## src/rtl/max_scan_pkg.sv

```systemverilog
// Shared types for the max-scan reduction engine.
package max_scan_pkg;
  typedef enum logic [2:0] {IDLE, READ, DRAIN, WRITE, DONE} state_t;
  localparam int RD_LAT = 1;
endpackage

```

## src/rtl/max_scan_ctrl_if.sv

```systemverilog
// Request/result handshake plus single-port memory bus of the max-scan engine.
interface max_scan_ctrl_if #(parameter int WIDTH = 16, parameter int SIZE = 1024);
  localparam int LOGSIZE = $clog2(SIZE);
  logic               start;
  logic [LOGSIZE-1:0] base_addr;
  logic [LOGSIZE:0]   length;
  logic [LOGSIZE-1:0] dst_addr;
  logic               wb_en;
  logic               busy;
  logic               done;
  logic [WIDTH-1:0]   max_val;
  logic [LOGSIZE-1:0] max_idx;
  logic [LOGSIZE-1:0] mem_addr;
  logic               mem_we;
  logic [WIDTH-1:0]   mem_wdata;
  logic [WIDTH-1:0]   mem_rdata;

  modport master (output start, base_addr, length, dst_addr, wb_en, mem_rdata,
                  input  busy, done, max_val, max_idx, mem_addr, mem_we, mem_wdata);
  modport slave  (input  start, base_addr, length, dst_addr, wb_en, mem_rdata,
                  output busy, done, max_val, max_idx, mem_addr, mem_we, mem_wdata);
endinterface

```

## src/rtl/max_scan_ctrl_tracker.sv

```systemverilog
// Running maximum with offset; first valid word loads, then strict-greater only
// so ties keep the lowest offset.
module max_tracker #(parameter int WIDTH = 16, parameter int IDXW = 10) (
  input  logic             clk,
  input  logic             reset,
  input  logic             clear,
  input  logic             valid,
  input  logic [WIDTH-1:0] data,
  input  logic [IDXW-1:0]  offset,
  output logic [WIDTH-1:0] max_val,
  output logic [IDXW-1:0]  max_idx,
  output logic [WIDTH-1:0] next_val
);
  logic first;
  logic take;

  assign take     = valid && (first || (data > max_val));
  // Lets the write-back stage capture the final max in the same cycle it is consumed.
  assign next_val = take ? data : max_val;

  always_ff @(posedge clk) begin
    if (reset || clear) begin
      max_val <= '0;
      max_idx <= '0;
      first   <= 1'b1;
    end else if (take) begin
      max_val <= data;
      max_idx <= offset;
      first   <= 1'b0;
    end
  end
endmodule

```

## src/rtl/max_scan_ctrl.sv

```systemverilog
// Scans a wrapping address window of a sync-read memory, tracks the maximum and
// optionally writes it back to a destination address.
module max_scan_ctrl
  import max_scan_pkg::*;
#(parameter int WIDTH = 16, parameter int SIZE = 1024) (
  input logic clk,
  input logic reset,
  max_scan_ctrl_if.slave bus
);
  localparam int LOGSIZE = $clog2(SIZE);
  localparam logic [LOGSIZE:0] SIZE_W = (LOGSIZE+1)'(SIZE);
  localparam logic [LOGSIZE:0] ONE    = (LOGSIZE+1)'(1);

  state_t             state;
  logic [LOGSIZE-1:0] base_q, dst_q, rd_off, nxt_addr;
  logic [LOGSIZE:0]   len_q, cnt, len_clamp, nxt_cnt, sum;
  logic               wb_q, rd_valid, clear;
  logic [WIDTH-1:0]   next_val;

  always_comb begin
    len_clamp = (bus.length > SIZE_W) ? SIZE_W : bus.length;
    nxt_cnt   = cnt + ONE;
    sum       = {1'b0, base_q} + nxt_cnt;
    nxt_addr  = (sum >= SIZE_W) ? LOGSIZE'(sum - SIZE_W) : sum[LOGSIZE-1:0];
  end

  assign clear = (state == IDLE) && bus.start;

  max_tracker #(.WIDTH(WIDTH), .IDXW(LOGSIZE)) u_trk (
    .clk      (clk),
    .reset    (reset),
    .clear    (clear),
    .valid    (rd_valid),
    .data     (bus.mem_rdata),
    .offset   (rd_off),
    .max_val  (bus.max_val),
    .max_idx  (bus.max_idx),
    .next_val (next_val)
  );

  always_ff @(posedge clk) begin
    if (reset) begin
      state         <= IDLE;
      base_q        <= '0;
      dst_q         <= '0;
      len_q         <= '0;
      wb_q          <= 1'b0;
      cnt           <= '0;
      rd_valid      <= 1'b0;
      rd_off        <= '0;
      bus.busy      <= 1'b0;
      bus.done      <= 1'b0;
      bus.mem_addr  <= '0;
      bus.mem_we    <= 1'b0;
      bus.mem_wdata <= '0;
    end else begin
      bus.done   <= 1'b0;
      bus.mem_we <= 1'b0;
      // Read data returns one cycle after its address, so qualify it a cycle late.
      rd_valid   <= (state == READ);
      rd_off     <= cnt[LOGSIZE-1:0];
      case (state)
        IDLE: if (bus.start) begin
          base_q <= bus.base_addr;
          dst_q  <= bus.dst_addr;
          wb_q   <= bus.wb_en;
          len_q  <= len_clamp;
          cnt    <= '0;
          if (len_clamp == '0) begin
            state    <= DONE;
            bus.done <= 1'b1;
          end else begin
            state        <= READ;
            bus.busy     <= 1'b1;
            bus.mem_addr <= bus.base_addr;
          end
        end
        READ: begin
          if (cnt == len_q - ONE) begin
            state        <= DRAIN;
            bus.mem_addr <= '0;
          end else begin
            cnt          <= nxt_cnt;
            bus.mem_addr <= nxt_addr;
          end
        end
        DRAIN: begin
          if (wb_q) begin
            state         <= WRITE;
            bus.mem_we    <= 1'b1;
            bus.mem_addr  <= dst_q;
            bus.mem_wdata <= next_val;
          end else begin
            state    <= DONE;
            bus.busy <= 1'b0;
            bus.done <= 1'b1;
          end
        end
        WRITE: begin
          state         <= DONE;
          bus.busy      <= 1'b0;
          bus.done      <= 1'b1;
          bus.mem_addr  <= '0;
          bus.mem_wdata <= '0;
        end
        DONE:    state <= IDLE;
        default: state <= IDLE;
      endcase
    end
  end
endmodule

```

## src/flat_wrapper.sv

```systemverilog
// flat-port wrapper written by rule: the top's interface ports become plain ports
module max_scan_ctrl_flat import max_scan_pkg::*;
#(parameter int WIDTH = 16, parameter int SIZE = 1024)
  (clk, reset, bus_start, bus_base_addr, bus_length, bus_dst_addr, bus_wb_en, bus_mem_rdata, bus_busy, bus_done, bus_max_val, bus_max_idx, bus_mem_addr, bus_mem_we, bus_mem_wdata);
  max_scan_ctrl_if #(.WIDTH(WIDTH), .SIZE(SIZE)) bus_i ();
  input logic clk;
  input logic reset;
  input wire logic [$bits(bus_i.start)-1:0] bus_start;
  input wire logic [$bits(bus_i.base_addr)-1:0] bus_base_addr;
  input wire logic [$bits(bus_i.length)-1:0] bus_length;
  input wire logic [$bits(bus_i.dst_addr)-1:0] bus_dst_addr;
  input wire logic [$bits(bus_i.wb_en)-1:0] bus_wb_en;
  input wire logic [$bits(bus_i.mem_rdata)-1:0] bus_mem_rdata;
  output wire logic [$bits(bus_i.busy)-1:0] bus_busy;
  output wire logic [$bits(bus_i.done)-1:0] bus_done;
  output wire logic [$bits(bus_i.max_val)-1:0] bus_max_val;
  output wire logic [$bits(bus_i.max_idx)-1:0] bus_max_idx;
  output wire logic [$bits(bus_i.mem_addr)-1:0] bus_mem_addr;
  output wire logic [$bits(bus_i.mem_we)-1:0] bus_mem_we;
  output wire logic [$bits(bus_i.mem_wdata)-1:0] bus_mem_wdata;
  assign bus_i.start = bus_start;
  assign bus_i.base_addr = bus_base_addr;
  assign bus_i.length = bus_length;
  assign bus_i.dst_addr = bus_dst_addr;
  assign bus_i.wb_en = bus_wb_en;
  assign bus_i.mem_rdata = bus_mem_rdata;
  assign bus_busy = bus_i.busy;
  assign bus_done = bus_i.done;
  assign bus_max_val = bus_i.max_val;
  assign bus_max_idx = bus_i.max_idx;
  assign bus_mem_addr = bus_i.mem_addr;
  assign bus_mem_we = bus_i.mem_we;
  assign bus_mem_wdata = bus_i.mem_wdata;
  max_scan_ctrl #(.WIDTH(WIDTH), .SIZE(SIZE)) u_core (.clk(clk), .reset(reset), .bus(bus_i));
endmodule
```

## config.mk

```make
export PLATFORM = sky130hd
export DESIGN_NAME = max_scan_ctrl_flat
export DESIGN_NICKNAME = d
export VERILOG_FILES = /design/src/rtl/max_scan_pkg.sv /design/src/rtl/max_scan_ctrl_if.sv /design/src/rtl/max_scan_ctrl_tracker.sv /design/src/rtl/max_scan_ctrl.sv /design/src/flat_wrapper.sv
export SDC_FILE = /design/constraint.sdc
export NUM_CORES = 1
export LEC_CHECK = 0
export CAP_MARGIN = 25
export CORE_ASPECT_RATIO = 0.8
export CORE_MARGIN = 2
export CORE_UTILIZATION = 49
export CTS_CLUSTER_DIAMETER = 200
export DETAILED_ROUTE_END_ITERATION = 12
export DONT_BUFFER_PORTS = 1
export SLEW_MARGIN = 20
export SYNTH_ARGS = -nofsm -noshare
export SYNTH_HDL_FRONTEND = slang
export SYNTH_SLANG_ARGS = --single-unit
```

## constraint.sdc

```tcl
create_clock -name clk -period 3.3 [get_ports clk]
set_clock_uncertainty 0.05 [all_clocks]
set_input_delay 0.33 -clock clk [delete_from_list [all_inputs] [get_ports clk]]
set_output_delay 0.33 -clock clk [all_outputs]
set_load 0.05 [all_outputs]
```

* Yosys cells after proc, flatten, opt, wreduce, memory -nomap -nowiden
Index checks and enable logic that the tools add are counted.
Storage, ports and cells: bits of input ports 51, bits in latches 0, register bits after elaboration 113, memory bits (read-only) 0, bits in writable memories 0, memories 0, output and inout port bits 55
Cells by class: muxes and demuxes 27, bitwise logic cells 1, $mul 0, shifts and indexed selects 0, add/sub/neg operators 4, divide/modulo/power cells 0, reduce and logical (&&, ||, !) cells 17, order comparisons 3, eq/ne operators 10
Operator list (number):
- 10-bit 2-to-1 mux | 5
- 10-bit case mux with 4 select lines | 1
- 11-bit 2-to-1 mux | 3
- 16-bit 2-to-1 mux | 2
- 16-bit case mux with 2 select lines | 1
- 11-bit case mux with 2 select lines | 1
- 16-bit > comparator | 1
- 3-bit 2-to-1 mux | 4
- 3-bit case mux with 4 select lines | 1
- 10-bit by 11-bit adder with 11-bit output | 1
- 11-bit by 1-bit adder with 11-bit output, second input constant | 1
- 11-bit == test | 1
- 11-bit >= comparator, second input constant | 1
- 11-bit > comparator, second input constant | 1
- 11-bit zero test | 1
- 11-bit by 1-bit subtractor with 11-bit output, second input constant | 1
- 2-bit inequality test, second input constant | 5
- 10-bit by 1-bit subtractor with 10-bit output, second input constant | 1
- 4-bit AND reduction | 2
- 1-bit 2-to-1 mux | 7
- 3-bit by 2-bit == test with 1-bit output, second input constant | 2
- 1-bit case mux with 3 select lines | 2
- 2-bit AND reduction | 3
- 2-bit nonzero test | 2
- other kinds (10) | 12

* Logic depth before layout (Yosys ltp)
Gate-level depths: netlist (run 1).
depth after elaboration 6, gate-level depth with buffers 13, depth with buffers taken out 12

* Modules after synthesis
From an unflattened synthesis (run 1), not the netlist that was laid out.
Unflattened totals: cell total of the unflattened synthesis 657, area, all modules 5856.9 um^2
Modules (own cells, without submodules):
- max_scan_ctrl | area an instance 4149.0 um^2, cells each 466, instances 1
- max_tracker | area an instance 1707.9 um^2, cells each 191, instances 1

* Least setup slack after synthesis (run 1)
No wires, ideal clock.
path type flip-flop to flip-flop, start register u_core.u_trk.max_val[13], end register u_core.u_trk.max_idx[6], setup slack 0.389 ns, path buffers 2, period minus slack after synthesis 2.911 ns, data required time 3.122 ns, arrival 2.734 ns, cell stages (with the launch flop) 11, cell sequence dfxtp_1 -> inv_1 -> ha_1 -> nand4_1 -> or2_2 -> o22a_1 -> a41oi_1 -> buf_2 -> buf_1 -> mux2i_1 -> nor2_1
Between the ends: word-level cells in the longest chain between the ends 3
RTL lines:
- start: declaration | RTL line max_scan_ctrl_tracker.sv:10 | output logic [WIDTH-1:0] max_val,
- start signal: assignment | RTL line max_scan_ctrl_tracker.sv:27 | max_val <= data;
- 16-bit > comparator | RTL line max_scan_ctrl_tracker.sv:17 | assign take = valid && (first || (data > max_val));
- 1-bit logical OR | RTL line max_scan_ctrl_tracker.sv:17
- 1-bit logical AND | RTL line max_scan_ctrl_tracker.sv:17
- end signal: assignment | RTL line max_scan_ctrl_tracker.sv:28 | max_idx <= offset;
- end: declaration | RTL line max_scan_ctrl_tracker.sv:11 | output logic [IDXW-1:0] max_idx,
Every way passes these cells. A chain may end at the register's enable or synchronous reset.

* Final worst setup path (run 1)
start register u_core.cnt[0], end register u_core.bus.mem_addr[7]
Between the ends: word-level cells in the longest chain between the ends 6, elaborated cells between the ends (all ways) 8, those cells by class 3 x add/sub; 1 x order compare; 1 x eq/ne; 3 x mux
RTL lines:
- start: declaration | RTL line max_scan_ctrl.sv:16 | logic [LOGSIZE:0] len_q, cnt, len_clamp, nxt_cnt, sum;
- start signal: assignment | RTL line max_scan_ctrl.sv:83 | cnt <= nxt_cnt;
- 11-bit by 1-bit adder with 11-bit output | RTL line max_scan_ctrl.sv:22 | nxt_cnt = cnt + ONE;
- 10-bit by 11-bit adder with 11-bit output | RTL line max_scan_ctrl.sv:23 | sum = {1'b0, base_q} + nxt_cnt;
- 10-bit by 1-bit subtractor with 10-bit output or 11-bit >= comparator (tied branches) | RTL line max_scan_ctrl.sv:24 | nxt_addr = (sum >= SIZE_W) ? LOGSIZE'(sum - SIZE_W) : sum[LOGSIZE-1:0];
- 10-bit 2-to-1 mux | RTL line max_scan_ctrl.sv:24
- 10-bit 2-to-1 mux * | RTL line max_scan_ctrl.sv:79 | if (cnt == len_q - ONE) begin
- 10-bit case mux with 4 select lines * | RTL line max_scan_ctrl.sv:62 | case (state)
- end signal: assignment | RTL line max_scan_ctrl.sv:75 | bus.mem_addr <= bus.base_addr;
- end signal: assignment | RTL line max_scan_ctrl.sv:84 | bus.mem_addr <= nxt_addr;
- end signal: assignment | RTL line max_scan_ctrl.sv:91 | bus.mem_addr <= dst_q;
- end: declaration | RTL line max_scan_ctrl_if.sv:21 | output busy, done, max_val, max_idx, mem_addr, mem_we, mem_wdata);
Every way passes the cells marked *; elsewhere a longest branch is shown, timed or not.

==> results of run 1 <==
==> power by group through the flow <==
| stage | combinational (uW) | clock (uW) | sequential, uW |
|---|---|---|---|
| 6_report | 364 | 1980 | 1500 |
| 4_1_cts | 362 | 2000 | 1500 |
| 2_1_floorplan | 254 | 0 | 1520 |
| 5_1_grt | 404 | 2050 | 1500 |
| 3_3_place_gp | 326 | 0 | 1520 |
| 3_5_place_dp | 335 | 0 | 1520 |
==> routing by layer <==
layer	GRT usage (%)	wire length, um	vias up
li1	-	-	2354
met1	32.8	6800	2292
met2	38.5	6710	157
met3	7.86	1210	21
met4	8.30	199	0
met5	0	0	-
==> cell families after synthesis <==
| kind of cell | after synthesis | synth area share (%) |
|---|---|---|
| simple gates | 251 | 20.9 |
| compound gates | 144 | 16.7 |
| xor+xnor | 29 | 4.78 |
| mux | 30 | 5.48 |
| fa+ha+maj | 29 | 6.62 |
| buf+inv | 69 | 5.14 |
| flops | 113 | 40.4 |
==> placed cells by master, fill, tap and decap left out, types with 5 or more instances in the layout <==
cell type      netlist  layout
xor2_1               9       9
nand2b_1             5       5
dlygate4sd3_1        0      15
a21o_1               7       7
nor4_1               5       5
nor3_1              12      12
a21oi_1             44      44
a22o_1               6       6
nand3_1             16      16
ha_1                28      28
a211oi_1             6       5
nor2b_1             19      19
buf_4                1      27
inv_1               28      28
nand4_1              6       6
nand2_1            101     101
xnor2_1             19      19
clkbuf_16            0      17
o21ai_0             37      37
mux2i_1             28      28
dfxtp_1            113     113
bufinv_16            0       5
nor2_1              62      62
and3_1               6       6
==> layout make-up <==
cell class                 count  area, um^2
clock inverter                11         186
timing repair buffer          44         393
multi-input combinational    483        3080
fill                         992        4370
clock buffer                  20         447
tap                          144         180
inverter                      28         105
sequential                   113        2260
==> state kept, by name, summed over array words and instances (netlist names) <==
name                  cells
u_core.bus.done           1
u_core.bus.mem_addr      10
u_core.dst_q             10
u_core.rd_off            10
u_core.bus.mem_wdata     16
u_core.u_trk.max_val     16
u_core.u_trk.max_idx     10
u_core.bus.mem_we         1
u_core.cnt               11
u_core.state              3
u_core.rd_valid           1
u_core.len_q             11
u_core.u_trk.first        1
u_core.bus.busy           1
u_core.wb_q               1
u_core.base_q            10
==> per-stage QoR <==
| step | std cells | hold WS, ns | setup WS, ns | power [uW] |
|---|---|---|---|---|
| 4_1_cts | 843 | 0.000146 | 0.331 | 3850 |
| 6_report | 843 | 0.00394 | 0.280 | 3840 |
| 3_5_place_dp | 796 | 0.360 | 0.368 | 1860 |
| 3_3_place_gp | 796 | 0.359 | 0.460 | 1850 |
| 5_1_grt | 843 | 0.00122 | 0.0669 | 3960 |
| 2_1_floorplan | 665 | 0.361 | 0.389 | 1780 |
==> critical path: cells and delay by family (launching register included) <==
kind | cells | cell delay [ns]
AOI/OAI and AO/OA | 6 | 1.39
and+or+nand+nor | 2 | 0.38
adders and majority gates | 2 | 0.62
DFF | 1 | 0.48
==> what timing repair did <==
action | CTS | global route
resized for setup | 0 | 0
hold endpoints to repair | 55 | 0
hold buffers | 16 | 0
==> final timing paths <==
check	from	depth (start not counted)	endpoint	slack [ns]
hold / removal	bus_base_addr[4]	2	u_core.base_q[4]	0.004
hold reg to reg	u_core.rd_valid	1	u_core.u_trk.first	0.40
setup reg to reg	u_core.cnt[0]	10	u_core.bus.mem_addr[7]	0.28
setup / recovery	u_core.cnt[0]	10	u_core.bus.mem_addr[7]	0.28
==> reports/results.ini, run 1 <==
[clock_network]
clk_latency_ns = 0.42
cts_buffer_depth = 2
cts_tree = done
clock_sinks = 113
path_clk_slew_ns = 0.06
post-cts-setup-buffer-count = 0
numCtsBuffers = 17
cts-root-buf = clkbuf_16
htree_levels = 4

[critical_path]
critPathMaxStageDelay_ns = 0.48
slowest_stage = dfxtp_1
cp_max_fo = 8
crit_type = register to register
arrival_ns = 3.30
cp_cell_sequence = ha_1 > nor2b_1 > or2_2 > ha_1 > a21oi_1 > o21ai_0 > a2111o_1 > o311ai_0 > a221oi_1 > o21ai_0
cp-start-kind = register
crit_path_end_kind = register
required_ns = 3.58

[sta]
min_period_ns = 3.02
final_max_slew_viol_count = 0
clock.fmax_mhz = 331
slew_headroom_pct = 31.7
tns_ns = 0
fin_crit_sh_pct = 91.5
hold_viol = 0
setup_viol = 0
rsz0062_at_grt = no
tightest_slew_ns = 1.02

[finish]
diodes = 0
final_cell_area_mm2 = 0.00665
area_growth_pct = 18.8
drive_gt1_share_pct = 10.4
final_core_util_pct = 60.4
final_nets = 767

[global_routing]
grt_max_degree = 47
gr-total-overflow = 0
grtUsageTotal_pct = 24.9
grt_pass1_wl_mm = 24.0
grt_antenna_before_repair = 0
grt_pass1_vias = 4680

[routing]
dr.pass1.iters = 6
drcViolationCount = 0
num_vias = 4824
drtIter0Drc = 355
wl_per_cell_um = 17.7
vias_per_cell = 5.72
finalWirelength_mm = 14.9
ant_nets = 0

[place]
gp_congestion = 0.930
port_buffers = 0
detailed_place_hpwl_mm = 10.7
place_area_mm2 = 0.00585

[pwr]
internal_power_uw = 2910
clkPwrFrac_pct = 51.6
p_leak_uw = 0.00262
p_comb_share_pct = 9.5
powerDensity_mw_per_mm2 = 577
swShare_pct = 24.3
ir_worst_vdd_mv = 0.427
switchingPower_uw = 933
seq_power_share_pct = 39.0

[synthesis]
synth_commonest_cells = dfxtp_1 (113), nand2_1 (101), nor2_1 (62), a21oi_1 (44), o21ai_0 (37)
synth_flop_cell = dfxtp_1
synth_area_leaders = dfxtp_1 (40%), nand2_1 (6.8%), ha_1 (6.3%), mux2i_1 (5.0%), nor2_1 (4.2%)
synth_area_mm2 = 0.00560
synthCells = 665
synth_top_area_share_pct = 40.4
async_reset_ff_share_pct = 0
synth_nets = 745
yosysUniqueCellTypes = 64
syn_area_per_cell_um2 = 8.42
synth.most_common_cell = dfxtp_1
yosys_register_bits = 113
synth_edf_count = 0
synth.yosys.warnings = 0
ys_seq_area_share_pct = 40.4
yosys.area.top_type = dfxtp_1

[floorplan]
dieHeight_um = 99.6
die-area_mm2 = 0.0123
core_mm2 = 0.0110
ioPinCount = 106
rows = 34
initial_core_util_pct = 50.8
die_w_um = 124

[status]
status = complete, no violations

[job]
drv_cap = 0

[min_path]
hold_path_class = input pin to register

Note: power is estimated with default switching activity, not from simulation.
==> inputs of run 2 (changes only) <==
--- a/config.mk
+++ b/config.mk
@@ -6,7 +6,7 @@
 export NUM_CORES = 1
 export LEC_CHECK = 0
 export CAP_MARGIN = 25
-export CORE_ASPECT_RATIO = 0.8
+export CORE_ASPECT_RATIO = 0.9
 export CORE_MARGIN = 2
 export CORE_UTILIZATION = 49
 export CTS_CLUSTER_DIAMETER = 200
==> run 2 against run 1 <==
Compared with the run above:
- die area is essentially flat
- routed wire length shrank 7.2%
- design area grew 2.0%
- hold slack gained 0.0044 ns
- highest routed layer unchanged
- critical path depth grew 1
- via count shrank 0.58%
- final cell count grew 2.8%
- core utilization shrank 0.32 points
- non-clock buffer count grew 11
- register-to-register slack gained 0.12 ns
==> reports/results.ini, run 2 (synthesized netlist as in run 1, its figures left out) <==
[critical_path]
slowest_stage = dfxtp_1
required_ns = 3.56
crit_start = u_core.cnt[0]
critPathMaxStageDelay_ns = 0.31
cp_cell_sequence = ha_1 > nor2b_1 > or2_2 > ha_1 > a21o_1 > a21oi_1 > o21ai_0 > a21boi_0 > xnor2_1 > nand3_1 > a311oi_1
crit_path_end_kind = register
cpMostUsedCell = ha_1
r2r-start = u_core.cnt[0]
arrival_ns = 3.16
crit_type = register to register
cp_max_fo = 5
cp-start-kind = register

[sta]
setup_viol = 0
tns_ns = 0
tightest_slew_ns = 0.941
min_period_ns = 2.90
rsz0062_at_grt = no
hold_viol = 0
fin_crit_sh_pct = 88.0
clock.fmax_mhz = 344
slew_headroom_pct = 36.9
final_max_slew_viol_count = 0

[min_path]
hold_path_class = input pin to register
worstHoldStart = bus_length[1]

[place]
gp_congestion = 0.862
port_buffers = 0
dp_cells = 808
detailed_place_hpwl_mm = 9.65

[status]
status = complete, no violations

[finish]
final_nets = 778
layout_common_cells = dfxtp_1 (113), nand2_1 (101), nor2_1 (62), a21oi_1 (44), o21ai_0 (37)
diodes = 0
area_growth_pct = 21.2
top_regs = u_core.bus.mem_wdata: 16 flops, u_core.u_trk.max_val: 16 flops
drive_gt1_share_pct = 10.4
layout.cells.most_common = dfxtp_1
final_core_util_pct = 60.0
final_cell_count_no_fill = 867
regArea_mm2 = 0.00226
multi_input_area_mm2 = 0.00307
n_fill_cell = 1051

[global_routing]
grt_antenna_before_repair = 0
grt_pass1_wl_mm = 21.9
grt_pass1_vias = 4494
grt_max_degree = 47
gr-total-overflow = 0
grtUsageTotal_pct = 22.8

[clock_network]
cts_buffer_depth = 2
path_clk_slew_ns = 0.06
clk_latency_ns = 0.41
numCtsBuffers = 17
clock_sinks = 113
htree_levels = 4
cts_tree = done
post-cts-setup-buffer-count = 0
cts-root-buf = clkbuf_16

[pwr]
powerDensity_mw_per_mm2 = 574
p_leak_uw = 0.00267
ir_worst_vdd_mv = 0.389

[job]
drv_cap = 0

[routing]
wl_per_cell_um = 16.0
vias_per_cell = 5.53
drtIter0Drc = 313
ant_nets = 0
dr.pass1.iters = 5
finalWirelength_mm = 13.9
drcViolationCount = 0
num_vias = 4796

[floorplan]
ioPinCount = 106
initial_core_util_pct = 49.6
dieHeight_um = 105
core_mm2 = 0.0113
rows = 37
die-area_mm2 = 0.0123
die_w_um = 117

## run 2: layout make-up
type / instances / share of cell area (%)
tap: 156 / 2.88
inverter: 28 / 1.55
clock inverter: 14 / 3.36
multi-input combinational: 483 / 45.3
sequential: 113 / 33.4
clock buffer: 18 / 6.33
timing repair buffer: 55 / 7.23
## run 2: stage by stage
stage,instance area [um^2],total power (uW),hold WS (ns),worst slack (ns)
after floorplan,5600,1780,0.361,0.389
after global placement,5840,1840,0.353,0.585
after detailed placement,5850,1850,0.356,0.461
after CTS,6770,3930,0.000620,0.435
after global routing,6780,4040,0.000928,0.226
final,6780,3890,0.00839,0.397
## run 2: power by group
part	internal, uW	leakage (uW)	switching, uW
sequential	1410	0.000918	82.3
clock	1350	0.000316	683
combinational	156	0.00144	212
total	2920	0.00267	977
## run 2: path summary, 6_finish.rpt
path	to	slack, ns	cells after the start
worst min register to register	u_core.u_trk.first	0.40	1
worst min-delay path	u_core.len_q[1]	0.008	2
worst max register to register	u_core.bus.mem_addr[8]	0.40	11
worst max-delay path	u_core.bus.mem_addr[8]	0.40	11
## run 2: metal layers
metal	track usage, %	part of all wire [%]	vias to the layer above
li1	-	-	2391
met1	28.3	43	2222
met2	37.2	47	173
met3	8.28	8.3	10
met4	6.39	0.81	0
met5	0	0	-
## run 2: worst max-delay path, delay by kind of cell, from the launching register on
family          cells  cell delay, ns
flops               1            0.31
simple gates        3            0.54
xor+xnor            1            0.15
fa+ha+maj           2            0.57
compound gates      5            1.18
## run 2: what timing repair did
item	CTS	global route
gates resized for setup	0	0
hold buffers	26	1
hold endpoints to repair	54	1
